--- src/rtl/uart_tx.sv ---
// Byte-wide 8N1 transmitter. A start accepted in the last stop-bit cycle chains the next
// byte with no idle gap.
module uart_tx #(
    parameter int unsigned TICKS_PER_BIT = 139,
    parameter int unsigned TICKS_WIDTH   = 8
) (
    input  logic       clk,
    input  logic       rst_n,
    input  logic       start,
    input  logic [7:0] data,
    output logic       ready,
    output logic       busy,
    output logic       tx
);

    typedef enum logic [1:0] {StIdle, StStart, StData, StStop} tx_state_e;

    tx_state_e              state_q, state_d;
    logic [TICKS_WIDTH-1:0] cnt_q, cnt_d;
    logic [2:0]             bit_q, bit_d;
    logic [7:0]             shift_q, shift_d;
    logic                   tx_q, tx_d;
    logic                   bit_done;

    assign bit_done = (cnt_q == TICKS_WIDTH'(TICKS_PER_BIT - 1));
    assign busy     = (state_q != StIdle);
    assign tx       = tx_q;

    always_comb begin
        state_d = state_q;
        cnt_d   = bit_done ? '0 : cnt_q + TICKS_WIDTH'(1);
        bit_d   = bit_q;
        shift_d = shift_q;
        tx_d    = tx_q;
        ready   = (state_q == StIdle) || ((state_q == StStop) && bit_done);
        unique case (state_q)
            StIdle: cnt_d = '0;
            StStart: begin
                if (bit_done) begin
                    state_d = StData;
                    bit_d   = 3'd0;
                    tx_d    = shift_q[0];
                end
            end
            StData: begin
                if (bit_done) begin
                    if (bit_q == 3'd7) begin
                        state_d = StStop;
                        tx_d    = 1'b1;
                    end else begin
                        bit_d   = bit_q + 3'd1;
                        shift_d = shift_q >> 1;
                        tx_d    = shift_q[1];
                    end
                end
            end
            StStop: begin
                if (bit_done) state_d = StIdle;
            end
            default: state_d = StIdle;
        endcase
        if (start && ready) begin
            state_d = StStart;
            cnt_d   = '0;
            shift_d = data;
            tx_d    = 1'b0;
        end
    end

    always_ff @(posedge clk or negedge rst_n) begin
        if (!rst_n) begin
            state_q <= StIdle;
            cnt_q   <= '0;
            bit_q   <= '0;
            shift_q <= '0;
            tx_q    <= 1'b1;
        end else begin
            state_q <= state_d;
            cnt_q   <= cnt_d;
            bit_q   <= bit_d;
            shift_q <= shift_d;
            tx_q    <= tx_d;
        end
    end

endmodule

--- src/rtl/uart_debugger.sv ---
// Debug telemetry bridge: periodic probe snapshots streamed MSB byte first over UART TX,
// plus a single-byte 8N1 command receiver with a one-cycle strobe.
module uart_debugger #(
    parameter int unsigned DIVIDER_TICKS           = 727273,
    parameter int unsigned DIVIDER_TICKS_WIDTH     = 20,
    parameter int unsigned DATA_WIDTH              = 192,
    parameter int unsigned DATA_WIDTH_BASE2        = 8,
    parameter int unsigned UART_TICKS_PER_BIT      = 139,
    parameter int unsigned UART_TICKS_PER_BIT_SIZE = 8
) (
    input  logic                  clk_in,
    input  logic                  reset,
    input  logic [DATA_WIDTH-1:0] data_in,
    input  logic                  debug_uart_rx_in,
    output logic [7:0]            debug_command,
    output logic                  debug_command_pulse,
    output logic                  debug_command_busy,
    output logic                  tx_out
);

    localparam int unsigned BYTES    = DATA_WIDTH / 8;
    localparam int unsigned HALF_BIT = UART_TICKS_PER_BIT / 2;

    typedef enum logic [1:0] {RxIdle, RxStart, RxData, RxStop} rx_state_e;

    // Snapshot divider
    logic [DIVIDER_TICKS_WIDTH-1:0] div_q;
    logic                           tick;

    assign tick = (div_q == DIVIDER_TICKS_WIDTH'(DIVIDER_TICKS - 1));

    always_ff @(posedge clk_in or negedge reset) begin
        if (!reset) div_q <= '0;
        else        div_q <= tick ? '0 : div_q + DIVIDER_TICKS_WIDTH'(1);
    end

    // Frame sequencer: snapshot is shifted left so the next byte is always at the top
    logic                        frame_active_q, frame_active_d;
    logic [DATA_WIDTH-1:0]       snapshot_q, snapshot_d;
    logic [DATA_WIDTH_BASE2-1:0] bits_left_q, bits_left_d;
    logic                        tx_start, tx_ready, tx_busy;
    logic [7:0]                  tx_data;

    always_comb begin
        frame_active_d = frame_active_q;
        snapshot_d     = snapshot_q;
        bits_left_d    = bits_left_q;
        tx_start       = 1'b0;
        tx_data        = snapshot_q[DATA_WIDTH-1 -: 8];
        if (!frame_active_q) begin
            if (tick) begin
                frame_active_d = 1'b1;
                snapshot_d     = data_in << 8;
                bits_left_d    = DATA_WIDTH_BASE2'((BYTES - 1) * 8);
                tx_start       = 1'b1;
                tx_data        = data_in[DATA_WIDTH-1 -: 8];
            end
        end else if (tx_ready && tx_busy) begin
            // Ready while busy marks the final stop-bit cycle of the current byte
            if (bits_left_q == '0) begin
                frame_active_d = 1'b0;
            end else begin
                tx_start    = 1'b1;
                snapshot_d  = snapshot_q << 8;
                bits_left_d = bits_left_q - DATA_WIDTH_BASE2'(8);
            end
        end
    end

    always_ff @(posedge clk_in or negedge reset) begin
        if (!reset) begin
            frame_active_q <= 1'b0;
            snapshot_q     <= '0;
            bits_left_q    <= '0;
        end else begin
            frame_active_q <= frame_active_d;
            snapshot_q     <= snapshot_d;
            bits_left_q    <= bits_left_d;
        end
    end

    uart_tx #(
        .TICKS_PER_BIT (UART_TICKS_PER_BIT),
        .TICKS_WIDTH   (UART_TICKS_PER_BIT_SIZE)
    ) u_uart_tx (
        .clk   (clk_in),
        .rst_n (reset),
        .start (tx_start),
        .data  (tx_data),
        .ready (tx_ready),
        .busy  (tx_busy),
        .tx    (tx_out)
    );

    // Command receiver
    logic                               rx_sync1_q, rx_sync2_q, rx_prev_q;
    rx_state_e                          rx_state_q, rx_state_d;
    logic [UART_TICKS_PER_BIT_SIZE-1:0] rx_cnt_q, rx_cnt_d;
    logic [2:0]                         rx_bit_q, rx_bit_d;
    logic [7:0]                         rx_shift_q, rx_shift_d;
    logic [7:0]                         cmd_q, cmd_d;
    logic                               pulse_q, pulse_d;
    logic                               rx_bit_end;

    assign rx_bit_end          = (rx_cnt_q == UART_TICKS_PER_BIT_SIZE'(UART_TICKS_PER_BIT - 1));
    assign debug_command       = cmd_q;
    assign debug_command_pulse = pulse_q;
    assign debug_command_busy  = (rx_state_q != RxIdle);

    always_comb begin
        rx_state_d = rx_state_q;
        rx_cnt_d   = rx_cnt_q + UART_TICKS_PER_BIT_SIZE'(1);
        rx_bit_d   = rx_bit_q;
        rx_shift_d = rx_shift_q;
        cmd_d      = cmd_q;
        pulse_d    = 1'b0;
        unique case (rx_state_q)
            RxIdle: begin
                rx_cnt_d = '0;
                if (rx_prev_q && !rx_sync2_q) begin
                    rx_state_d = RxStart;
                    // The detect cycle counts toward the half-bit wait
                    rx_cnt_d   = UART_TICKS_PER_BIT_SIZE'(1);
                end
            end
            RxStart: begin
                if (rx_cnt_q >= UART_TICKS_PER_BIT_SIZE'(HALF_BIT - 1)) begin
                    rx_cnt_d   = '0;
                    rx_bit_d   = 3'd0;
                    rx_state_d = rx_sync2_q ? RxIdle : RxData;
                end
            end
            RxData: begin
                if (rx_bit_end) begin
                    rx_cnt_d   = '0;
                    rx_shift_d = {rx_sync2_q, rx_shift_q[7:1]};
                    if (rx_bit_q == 3'd7) rx_state_d = RxStop;
                    else                  rx_bit_d   = rx_bit_q + 3'd1;
                end
            end
            RxStop: begin
                if (rx_bit_end) begin
                    rx_state_d = RxIdle;
                    if (rx_sync2_q) begin
                        cmd_d   = rx_shift_q;
                        pulse_d = 1'b1;
                    end
                end
            end
            default: rx_state_d = RxIdle;
        endcase
    end

    always_ff @(posedge clk_in or negedge reset) begin
        if (!reset) begin
            rx_sync1_q <= 1'b1;
            rx_sync2_q <= 1'b1;
            rx_prev_q  <= 1'b1;
            rx_state_q <= RxIdle;
            rx_cnt_q   <= '0;
            rx_bit_q   <= '0;
            rx_shift_q <= '0;
            cmd_q      <= '0;
            pulse_q    <= 1'b0;
        end else begin
            rx_sync1_q <= debug_uart_rx_in;
            rx_sync2_q <= rx_sync1_q;
            rx_prev_q  <= rx_sync2_q;
            rx_state_q <= rx_state_d;
            rx_cnt_q   <= rx_cnt_d;
            rx_bit_q   <= rx_bit_d;
            rx_shift_q <= rx_shift_d;
            cmd_q      <= cmd_d;
            pulse_q    <= pulse_d;
        end
    end

endmodule

--- config.mk ---
export PLATFORM = sky130hd
export DESIGN_NAME = uart_debugger
export DESIGN_NICKNAME = d
export VERILOG_FILES = /design/src/rtl/uart_tx.sv /design/src/rtl/uart_debugger.sv
export SDC_FILE = /design/constraint.sdc
export NUM_CORES = 1
export LEC_CHECK = 0
export BUFFER_PORTS_ARGS = -buffer_cell sky130_fd_sc_hd__buf_4
export CAP_MARGIN = 20
export CORE_ASPECT_RATIO = 1.25
export CORE_UTILIZATION = 45
export DETAILED_ROUTE_END_ITERATION = 8
export HOLD_SLACK_MARGIN = 0.05
export PLACE_DENSITY = 0.66
export SYNTH_ARGS = -nofsm -noshare
export SYNTH_HDL_FRONTEND = slang
export SYNTH_SLANG_ARGS = --single-unit
--- constraint.sdc ---
create_clock -name clk_in -period 3.05 [get_ports clk_in]
set_input_delay 0.1525 -clock clk_in [delete_from_list [all_inputs] [get_ports clk_in]]
set_output_delay 0.1525 -clock clk_in [all_outputs]
set_load 0.05 [all_outputs]
==> metrics, run 1 <==
Total Die Area 28200 µm²; GRT Util Overall 22.3%; Crit path max-delay family simple AND/OR/NAND/NOR gates; CP peak stage delay 490 ps; Yosys top cell area share 52.7%; Critical Path Source u_uart_tx.cnt_q[4]; TritonCTS clock tree done; Hold Path Class in2async; final wirelength 31100 µm; HPWL Detailed 19100 µm; crit path DAT 3090 ps; Worst Setup Start Kind register; row cnt 67; #FFs+latches synth 265; GPL Wtd Cong 0.810; status complete, no violations; Clk network pwr share 43.0%; CP Class reg2reg; post-CTS sizing 0; Setup Fix Bufs, Post-CTS 0; Synth async-reset ratio 100%; min cycle time layout 2630 ps; clk_skew 12.0 ps; Yosys Warn Count 0; Slew @ Worst Pin 965 ps; fin crit share 86.2%; Post-route DRC 0; syn nets 1366; Clock Tree Root clkbuf_16; Critical Path Sink Type register; pin count of the biggest net entering global routing 132; Post-Syn Area 12400 µm²; core area 26900 µm²; cell taking the most area after synthesis dfrtp_1; placed cell areas 14200 µm²; max-slew violation count 0; Sink Count 265; Post-synth EDFFs 0; Int Pwr 0.00611 W; I/O pin cnt 206; Mapped Cells 1154; Pleak 6.82 nW; WP data required 3510 ps; Wirelength per Cell 16.4 µm; total power 0.00796 W; I/O Buffers 205; Clock transition at path regs 60 ps; total number of vias 9769; layout cells sized above 1 19.8%; post-synthesis area per instance 10.7 µm²; vias in the first global route 10200; largest cells by area after synthesis dfrtp_1 53%, mux2i_1 16%, a21oi_1 7.5%; Vias per Instance 5.14; Netlist cell types 58; setup_tns 0 ps; Final Hold Vio Count 0; initial drt markers 355; Synth Flop Type dfrtp_1; Sw Share 23.3%; Reg-to-Reg Start u_uart_tx.cnt_q[4]; H-tree level count 1; Slew headroom 35.7%; total grt overflow 0; Finished Cell Area 17100 µm²; drt first pass iters 5; Die H 188 µm; endpoints failing setup 0; Post-layout nets 1739; worst skew pair latency 540 ps; P per Cell Area 465 nW/µm²; Logic pwr share 10.9%; area growth from synthesis to layout 38.1%; Sw Pwr 0.00185 W; Reg power frac 46.1%; CP Buf/Inv Count 1; CTS max path bufs 3; starting density of the core 46.1%; VDD IR-drop max 0.453 mV; initial antenna violation count 5; crit-path max FO 129; unrepaired setup endpoints after global routing false; clock buffer count from CTS 29; CP max-delay cell nor4b_2; die span in x 150 µm; critical path, cell by cell nor4b_2 > nand4_1 > o22ai_4 > buf_12 > nor2_1 > a21oi_1; highest clock rate 380 MHz; first-pass GRT wire length 50800 µm; register area share after synthesis 53.5%; hold_ws 254 ps; Antenna Nets Post-Route 0; maxcap violations 0
## cell usage after synthesis, types with 3 or more instances
master / count
xor2_1: 12
nand3_1: 21
clkbuf_1: 33
nor4b_1: 3
o21ai_0: 8
dfstp_2: 4
nor4_1: 3
dfrtp_1: 261
inv_1: 17
nor2_1: 215
a22o_2: 7
nand2_1: 12
nor3_1: 5
a22o_1: 10
xnor2_1: 16
mux2_2: 18
ha_1: 17
mux2i_1: 201
a32o_1: 4
nor2b_1: 9
and3_1: 6
nand4_1: 5
buf_2: 36
a21oi_1: 186
## cell usage in the layout (no fill, tap or decap), types with 7 or more instances in the layout
| cell | instances |
|---|---|
| dfrtp_1 | 260 |
| nor2_1 | 215 |
| buf_4 | 211 |
| mux2i_1 | 201 |
| dlygate4sd3_1 | 194 |
| a21oi_1 | 186 |
| clkbuf_16 | 29 |
| nand3_1 | 21 |
| mux2_2 | 18 |
| inv_1 | 17 |
| ha_1 | 17 |
| xnor2_1 | 16 |
| nand2_1 | 12 |
| xor2_1 | 12 |
| clkbuf_1 | 11 |
| a22o_1 | 10 |
| nor2b_1 | 9 |
| o21ai_0 | 8 |
| a22o_2 | 7 |
## registers in the layout, indices dropped and copies added (netlist names)
| register | count |
|---|---|
| u_uart_tx.bit_q | 3 |
| rx_shift_q | 8 |
| rx_prev_q | 1 |
| u_uart_tx.shift_q | 8 |
| div_q | 20 |
| frame_active_q | 1 |
| bits_left_q | 5 |
| snapshot_q | 184 |
| rx_sync2_q | 1 |
| rx_cnt_q | 8 |
| debug_command_pulse | 1 |
| rx_bit_q | 3 |
| rx_state_q | 2 |
| rx_sync1_q | 1 |
| u_uart_tx.tx | 1 |
| debug_command | 8 |
| u_uart_tx.cnt_q | 8 |
| u_uart_tx.state_q | 2 |
## stage by stage
step / instances / worst slack (ps) / utilization (%)
finish: 1900 / 420 / 63.7
global route: 1899 / 199 / 63.6
CTS: 1894 / 513 / 63.6
detailed placement: 1647 / 535 / 52.9
global placement: 1647 / 570 / 52.9
floorplan: 1154 / 882 / -
## routing by layer
metal	vias up	GRT usage, %	routed length [µm]
li1	4805	-	-
met2	209	38.4	15900
met4	0	7.46	848
met1	4690	27.9	13100
met5	-	0	0
met3	65	3.80	1250
## layout make-up
| type | count | area, µm² |
|---|---|---|
| multi-input cells | 802 | 5390 |
| inverters | 17 | 63.8 |
| clock buffers | 44 | 822 |
| repair buffers | 412 | 3660 |
| diodes | 6 | 15.0 |
| flip-flops and latches | 265 | 6640 |
| clock inverters | 9 | 103 |
| fillers | 2038 | 9780 |
| well taps | 345 | 432 |
## power groups by stage
stage	sequential (W)	combinational (W)	clock, W
3_5_place_dp	0.00373	0.000660	0
3_3_place_gp	0.00373	0.000650	0
5_1_grt	0.00368	0.000958	0.00364
6_report	0.00367	0.000867	0.00342
2_1_floorplan	0.00369	0.000347	0
4_1_cts	0.00367	0.000870	0.00351
## worst paths after layout
check | cells past startpoint | slack [ps] | end
worst max-delay path | 6 | 420 | snapshot_q[136]
worst min-delay path | 2 | 250 | u_uart_tx.cnt_q[7]
worst max register to register | 6 | 420 | snapshot_q[136]
worst min register to register | 0 | 370 | rx_sync2_q
max in group asynchronous | 3 | 1870 | snapshot_q[15]
min in group clk_in | 2 | 280 | rx_sync1_q
## logic make-up (layout without fill, tap and decap cells)
logic type	after synthesis	count (layout)	synth area share, %
adders and majority gates	17	17	1.72
AOI/OAI and AO/OA	231	231	10.5
and+or+nand+nor	307	307	11.4
DFF	265	265	53.5
xor gates and xnor gates	28	28	1.98
other	0	6	0
buffers and inverters	87	482	3.06
muxes	219	219	17.9
## repair_timing
item                                    4_1_cts  5_1_grt
hold endpoints to repair                    280        0
hold buffers                                194        0
endpoints found under the setup margin        0        0
Note: power is estimated with default switching activity, not from simulation.
==> inputs of run 2 (changes only) <==
--- a/config.mk
+++ b/config.mk
@@ -12,6 +12,7 @@
 export DETAILED_ROUTE_END_ITERATION = 8
 export HOLD_SLACK_MARGIN = 0.05
 export PLACE_DENSITY = 0.66
+export REMOVE_ABC_BUFFERS = 1
 export SYNTH_ARGS = -nofsm -noshare
 export SYNTH_HDL_FRONTEND = slang
 export SYNTH_SLANG_ARGS = --single-unit
==> metrics, run 2 (synthesis results as in run 1) <==
status complete, no violations (unchanged); Clk network pwr share 43.6% (was 43.0%); core area 26900 µm² (unchanged); endpoints failing setup 0 (unchanged); drt first pass iters 5 (unchanged); post-CTS sizing 0 (unchanged); Sw Share 22.9% (was 23.3%); total grt overflow 0 (unchanged); row cnt 67 (unchanged); I/O pin cnt 206 (unchanged); starting density of the core 46.1% (unchanged); max reg flops 184 (unchanged); Vias per Instance 5.15 (was 5.14); Slew @ Worst Pin 954 ps (was 965 ps); cts hold-fix bufs 194 (unchanged); R2R Path End snapshot_q[53] (was snapshot_q[136]); CP peak stage delay 510 ps (was 490 ps); TritonCTS clock tree done (unchanged); GRT Util Overall 21.3% (was 22.3%); VDD IR-drop max 0.465 mV (was 0.453 mV); initial drt markers 411 (was 355); unrepaired setup endpoints after global routing false (unchanged); Reg power frac 45.6% (was 46.1%); maxcap violations 0 (unchanged); commonest non-fill, non-tap cell in the layout dfrtp_1 (unchanged); Post-route DRC 0 (unchanged); die span in x 150 µm (unchanged); Antenna Nets Post-Route 0 (unchanged); Die H 188 µm (unchanged); Critical Path Sink Type register (unchanged); Final Hold Vio Count 0 (unchanged); Slew headroom 36.4% (was 35.7%); first-pass GRT wire length 49200 µm (was 50800 µm); crit-path max FO 40 (was 129); Top Registers snapshot_q: 184 flops, div_q: 20 flops (unchanged); vias in the first global route 10200 (about the same); Logic pwr share 10.7% (was 10.9%); pin count of the biggest net entering global routing 116 (was 132); layout cells sized above 1 20.1% (was 19.8%); Clock transition at path regs 60 ps (about the same); worst skew pair latency 540 ps (about the same); GPL Wtd Cong 0.782 (was 0.810); Sink Count 265 (unchanged); Util after Layout 63.8% (was 63.7%); Reg-to-Reg Start u_uart_tx.cnt_q[4] (unchanged); critical path, cell by cell nor4b_2 > nand4_1 > o22ai_4 > buf_4 > buf_4 > nor2_1 > a21oi_1 (was nor4b_2 > nand4_1 > o22ai_4 > buf_12 > nor2_1 > a21oi_1); fill cell count 2102 (was 2038); Hold Path Class in2async (unchanged); reg2reg path depth 7 (was 6); most flop-heavy register snapshot_q (unchanged); Clock Tree Root clkbuf_16 (unchanged); Most Frequent Cell on Critical Path buf_4; Pleak 6.85 nW (was 6.82 nW); HPWL Detailed 18000 µm (was 19100 µm); Post-layout nets 1742 (was 1739); P per Cell Area 468 nW/µm² (was 465 nW/µm²); WP data required 3500 ps (was 3510 ps); fin crit share 86.7% (was 86.2%); Total Die Area 28200 µm² (unchanged); Sw Pwr 0.00184 W (was 0.00185 W); final wirelength 29800 µm (was 31100 µm); crit path DAT 3100 ps (was 3090 ps); CP max-delay cell nor4b_2 (unchanged); Setup Fix Bufs, Post-CTS 0 (unchanged); flop-to-flop setup slack 410 ps (was 420 ps); initial antenna violation count 4 (was 5); Wirelength per Cell 15.7 µm (was 16.4 µm); H-tree level count 1 (unchanged); Int Pwr 0.00620 W (was 0.00611 W); placed cell areas 14300 µm² (was 14200 µm²); CTS max path bufs 3 (unchanged); min cycle time layout 2640 ps (was 2630 ps); leading cell types in the layout, fill and taps excluded 260 x dfrtp_1, 216 x buf_4, 215 x nor2_1 (was 260 x dfrtp_1, 215 x nor2_1, 211 x buf_4); I/O Buffers 205 (unchanged); Worst Setup Start Kind register (unchanged); clock buffer count from CTS 28 (was 29); Finished Cell Area 17200 µm² (was 17100 µm²); CP Class reg2reg (unchanged); total number of vias 9773 (was 9769); clk_skew 17.5 ps (was 12.0 ps); total power 0.00803 W (was 0.00796 W); highest clock rate 378 MHz (was 380 MHz); max-slew violation count 0 (unchanged); area growth from synthesis to layout 38.5% (was 38.1%)
-- run 2: cell count changes in the layout (fill, tap and decap cells not counted), moves of 2 or more --
cell,delta
buf_4,+5
clkbuf_1,-5
clkbuf_8,+3
clkinv_2,-3
diode_2,-2
-- run 2: cell type report --
class / count / area [µm²] / area share [%]
repair buffers: 416 / 3680 / 21.4
clock buffers: 41 / 820 / 4.77
well taps: 345 / 432 / 2.51
inverters: 17 / 63.8 / 0.372
clock inverters: 8 / 134 / 0.780
diodes: 4 / 10.0 / 0.0583
flip-flops and latches: 265 / 6640 / 38.7
multi-input cells: 802 / 5390 / 31.4
-- run 2: worst max-delay path, delay by kind of cell (launching register included) --
family	cells	cell delay [ps]
AOI/OAI and AO/OA	2	480
and+or+nand+nor	3	990
DFF	1	430
buffers and inverters	2	630
-- run 2: worst max-delay path by stage --
stage	end	startpoint	depth (start not counted)	slack, ps
3_5_place_dp	snapshot_q[45]	u_uart_tx.cnt_q[4]	7	540
5_1_grt	snapshot_q[53]	u_uart_tx.cnt_q[4]	7	230
3_3_place_gp	debug_command[7]	rx_cnt_q[0]	6	620
2_1_floorplan	bits_left_q[7]	frame_active_q	4	-11630
6_report	snapshot_q[53]	u_uart_tx.cnt_q[4]	7	410
4_1_cts	snapshot_q[45]	u_uart_tx.cnt_q[4]	7	550
-- run 2: metrics by stage --
step                worst slack [ps]  std cells   TNS, ps  hold WS, ps
floorplan                     -11630       1084  -2092030         -143
global placement                 617       1651         0          225
detailed placement               539       1651         0          225
CTS                              551       1894         0          248
global route                     225       1898         0          266
finish                           406       1898         0          235
-- run 2: power by group through the flow --
stage / Combinational, W / Clock (W) / Sequential [W]
after floorplan: 0.000316 / 0 / 0.00371
after global placement: 0.000642 / 0 / 0.00373
after detailed placement: 0.000654 / 0 / 0.00373
after CTS: 0.000864 / 0.00359 / 0.00366
after global routing: 0.000948 / 0.00374 / 0.00368
final: 0.000863 / 0.00351 / 0.00366
-- run 2: per-layer routing --
metal	track usage [%]	routed length (µm)	vias to the layer above
li1	-	-	4817
met1	26.5	12500	4726
met2	37.2	15300	177
met3	3.55	1180	53
met4	6.88	755	0
met5	0	0	-
==> inputs of run 3 (changes only) <==
--- a/config.mk
+++ b/config.mk
@@ -5,6 +5,7 @@
 export SDC_FILE = /design/constraint.sdc
 export NUM_CORES = 1
 export LEC_CHECK = 0
+export ABC_AREA = 1
 export BUFFER_PORTS_ARGS = -buffer_cell sky130_fd_sc_hd__buf_4
 export CAP_MARGIN = 20
 export CORE_ASPECT_RATIO = 1.25
==> metrics, run 3 <==
status complete, no violations (unchanged); Antenna Nets Post-Route 0 (unchanged); largest cells by area after synthesis dfrtp_1 49%, nand2_1 12%, a31oi_2 9.3% (was dfrtp_1 53%, mux2i_1 16%, a21oi_1 7.5%); Hold Path Class in2reg (was in2async); most instantiated cells after synthesis 431 x nand2_1, 261 x dfrtp_1, 118 x nor2_1 (was 261 x dfrtp_1, 215 x nor2_1, 201 x mux2i_1); Pleak 7.67 nW (was 6.85 nW); Critical Path Sink Type register (unchanged); Worst Setup Start Kind register (unchanged); CP max-delay cell dfrtp_1 (was nor4b_2); die span in x 156 µm (was 150 µm); total power 0.00811 W (was 0.00803 W); GRT Util Overall 22.3% (was 21.3%); GPL Wtd Cong 0.853 (was 0.782); placed cell areas 15100 µm² (was 14300 µm²); adder-cell share of the synthesized area 1.59% (was 1.72%); highest clock rate 415 MHz (was 378 MHz); Vias per Instance 5.08 (was 5.15); HPWL Detailed 19500 µm (was 18000 µm); min cycle time layout 2410 ps (was 2640 ps); mux cell area share after synthesis 0% (was 17.9%); pin count of the biggest net entering global routing 97 (was 116); Yosys Warn Count 0 (unchanged); CP Class reg2reg (unchanged); Setup Fix Bufs, Post-CTS 0 (unchanged); Synth Area in Compound Gates 17.5% (was 10.5%); vias in the first global route 11700 (was 10200); Synth async-reset ratio 100% (unchanged); I/O Buffers 205 (unchanged); Post-synth EDFFs 0 (unchanged); maxcap violations 0 (unchanged); VDD IR-drop max 0.449 mV (was 0.465 mV); commonest non-fill, non-tap cell in the layout nand2_1 (was dfrtp_1); Sink Count 265 (unchanged); Total Die Area 30500 µm² (was 28200 µm²); Post-route DRC 0 (unchanged); most flop-heavy register snapshot_q (unchanged); critical path, cell by cell inv_1 > ha_1 > inv_1 > nand4_1 > nand2_1 > nand2_4 > inv_16 > buf_4 > nor2_2 > a31oi_2 (was nor4b_2 > nand4_1 > o22ai_4 > buf_4 > buf_4 > nor2_1 > a21oi_1); Yosys top cell area share 48.7% (was 52.7%); max-slew violation count 0 (unchanged); endpoints failing setup 0 (unchanged); layout cells sized above 1 26.3% (was 20.1%); cell taking the most area after synthesis dfrtp_1 (unchanged); I/O pin cnt 206 (unchanged); WP data required 3520 ps (was 3500 ps); initial drt markers 766 (was 411); clk_skew 9.07 ps (was 17.5 ps); Post-layout nets 2057 (was 1742); xor/xnor share of the synthesized area 0.784% (was 1.98%); Finished Cell Area 18000 µm² (was 17200 µm²); starting density of the core 45.8% (was 46.1%); post-CTS sizing 0 (unchanged); total number of vias 11500 (was 9773); Slew @ Worst Pin 1010 ps (was 954 ps); CP peak stage delay 410 ps (was 510 ps); Util after Layout 61.6% (was 63.8%); Clock transition at path regs 60 ps (about the same); register area share after synthesis 49.5% (was 53.5%); area growth from synthesis to layout 34.4% (was 38.5%); drt first pass iters 5 (unchanged); TritonCTS clock tree done (unchanged); H-tree level count 1 (unchanged); max reg flops 184 (unchanged); Slew headroom 32.5% (was 36.4%); total grt overflow 0 (unchanged); initial antenna violation count 0 (was 4); worst skew pair latency 550 ps (was 540 ps); core area 29300 µm² (was 26900 µm²); Die H 195 µm (was 188 µm); Most Frequent Cell on Critical Path inv_1 (was buf_4); post-synthesis area per instance 9.04 µm² (was 10.7 µm²); CTS max path bufs 3 (unchanged); Netlist cell types 43 (was 58); fin crit share 79.0% (was 86.7%); P per Cell Area 450 nW/µm² (was 468 nW/µm²); Placement Setup Slack 668 ps (was 539 ps); leading cell types in the layout, fill and taps excluded 431 x nand2_1, 260 x dfrtp_1, 212 x buf_4 (was 260 x dfrtp_1, 216 x buf_4, 215 x nor2_1); unrepaired setup endpoints after global routing false (unchanged); first-pass GRT wire length 55700 µm (was 49200 µm); Mapped Cells 1484 (was 1154); Clock Tree Root clkbuf_16 (unchanged); crit-path max FO 95 (was 40); clock buffer count from CTS 29 (was 28); min setup slack post-route 640 ps (was 406 ps); Post-Syn Area 13400 µm² (was 12400 µm²); Wirelength per Cell 14.9 µm (was 15.7 µm); row cnt 70 (was 67); Top Registers snapshot_q: 184 flops, div_q: 20 flops (unchanged); crit path DAT 2880 ps (was 3100 ps); Synth Flop Type dfrtp_1 (unchanged); final wirelength 33600 µm (was 29800 µm); simple-gate share of the synthesized area 23.1% (was 11.4%); Final Hold Vio Count 0 (unchanged); largest family of logic cells by synthesized area simple AND/OR/NAND/NOR gates (was multiplexers); #FFs+latches synth 265 (unchanged); most frequent cell after synthesis nand2_1 (was dfrtp_1)
-- run 3: cells by family (layout without fill, tap and decap cells) --
family | count (synthesis) | after routing
fa+ha+maj | 17 | 17
flops | 265 | 265
simple gates | 717 | 717
other cells | 0 | 1
xor+xnor | 12 | 12
buf+inv | 192 | 575
compound gates | 281 | 281
-- run 3: layout make-up --
class,count,area (µm²)
diodes,1,2.50
inverters,109,428
repair buffers,413,3690
well taps,396,495
flip-flops and latches,265,6640
fillers,2412,11200
clock buffers,40,827
multi-input cells,1027,5770
clock inverters,13,183
-- run 3: timing repair --
action,in CTS,in global routing
hold buffers,192,0
hold endpoints to repair,276,0
endpoints found under the setup margin,0,0
-- run 3: metrics by stage --
step           TNS (ps)  std cells  hold slack, ps
3_5_place_dp          0       2018             215
5_1_grt               0       2263             107
6_report              0       2264            91.2
2_1_floorplan  -1255410       1401            -143
4_1_cts               0       2263            75.3
3_3_place_gp          0       2018             217
-- run 3: report_power, final --
| group | internal [W] | leakage, nW | total [W] | switching, W |
|---|---|---|---|---|
| sequential | 0.00356 | 2.71 | 0.00360 | 0.0000383 |
| clock | 0.00224 | 0.496 | 0.00368 | 0.00144 |
| combinational | 0.000434 | 4.46 | 0.000833 | 0.000399 |
-- run 3: routing by layer --
layer | up-vias | global-route usage (%) | wire length [µm]
met5 | - | 0 | 0
met4 | 0 | 12.4 | 1640
met3 | 118 | 3.68 | 1670
met2 | 358 | 37.2 | 16300
met1 | 5405 | 27.4 | 14000
li1 | 5612 | - | -
-- run 3: path summary, 6_finish.rpt --
path / startpoint / end / slack, ps / depth (start not counted)
setup / recovery: u_uart_tx.state_q[0] / snapshot_q[29] / 640 / 10
hold / removal: data_in[185] / u_uart_tx.shift_q[1] / 90 / 5
setup reg to reg: u_uart_tx.state_q[0] / snapshot_q[29] / 640 / 10
hold reg to reg: rx_sync1_q / rx_sync2_q / 350 / 0
max in group asynchronous: reset / div_q[13] / 1900 / 3
min in group asynchronous: reset / snapshot_q[111] / 200 / 2
-- run 3: critical path, delay by kind of cell (launching register included) --
family,cells,cell delay [ps]
DFF,1,410
and+or+nand+nor,4,490
buffers and inverters,4,970
AOI/OAI and AO/OA,1,150
adders and majority gates,1,270
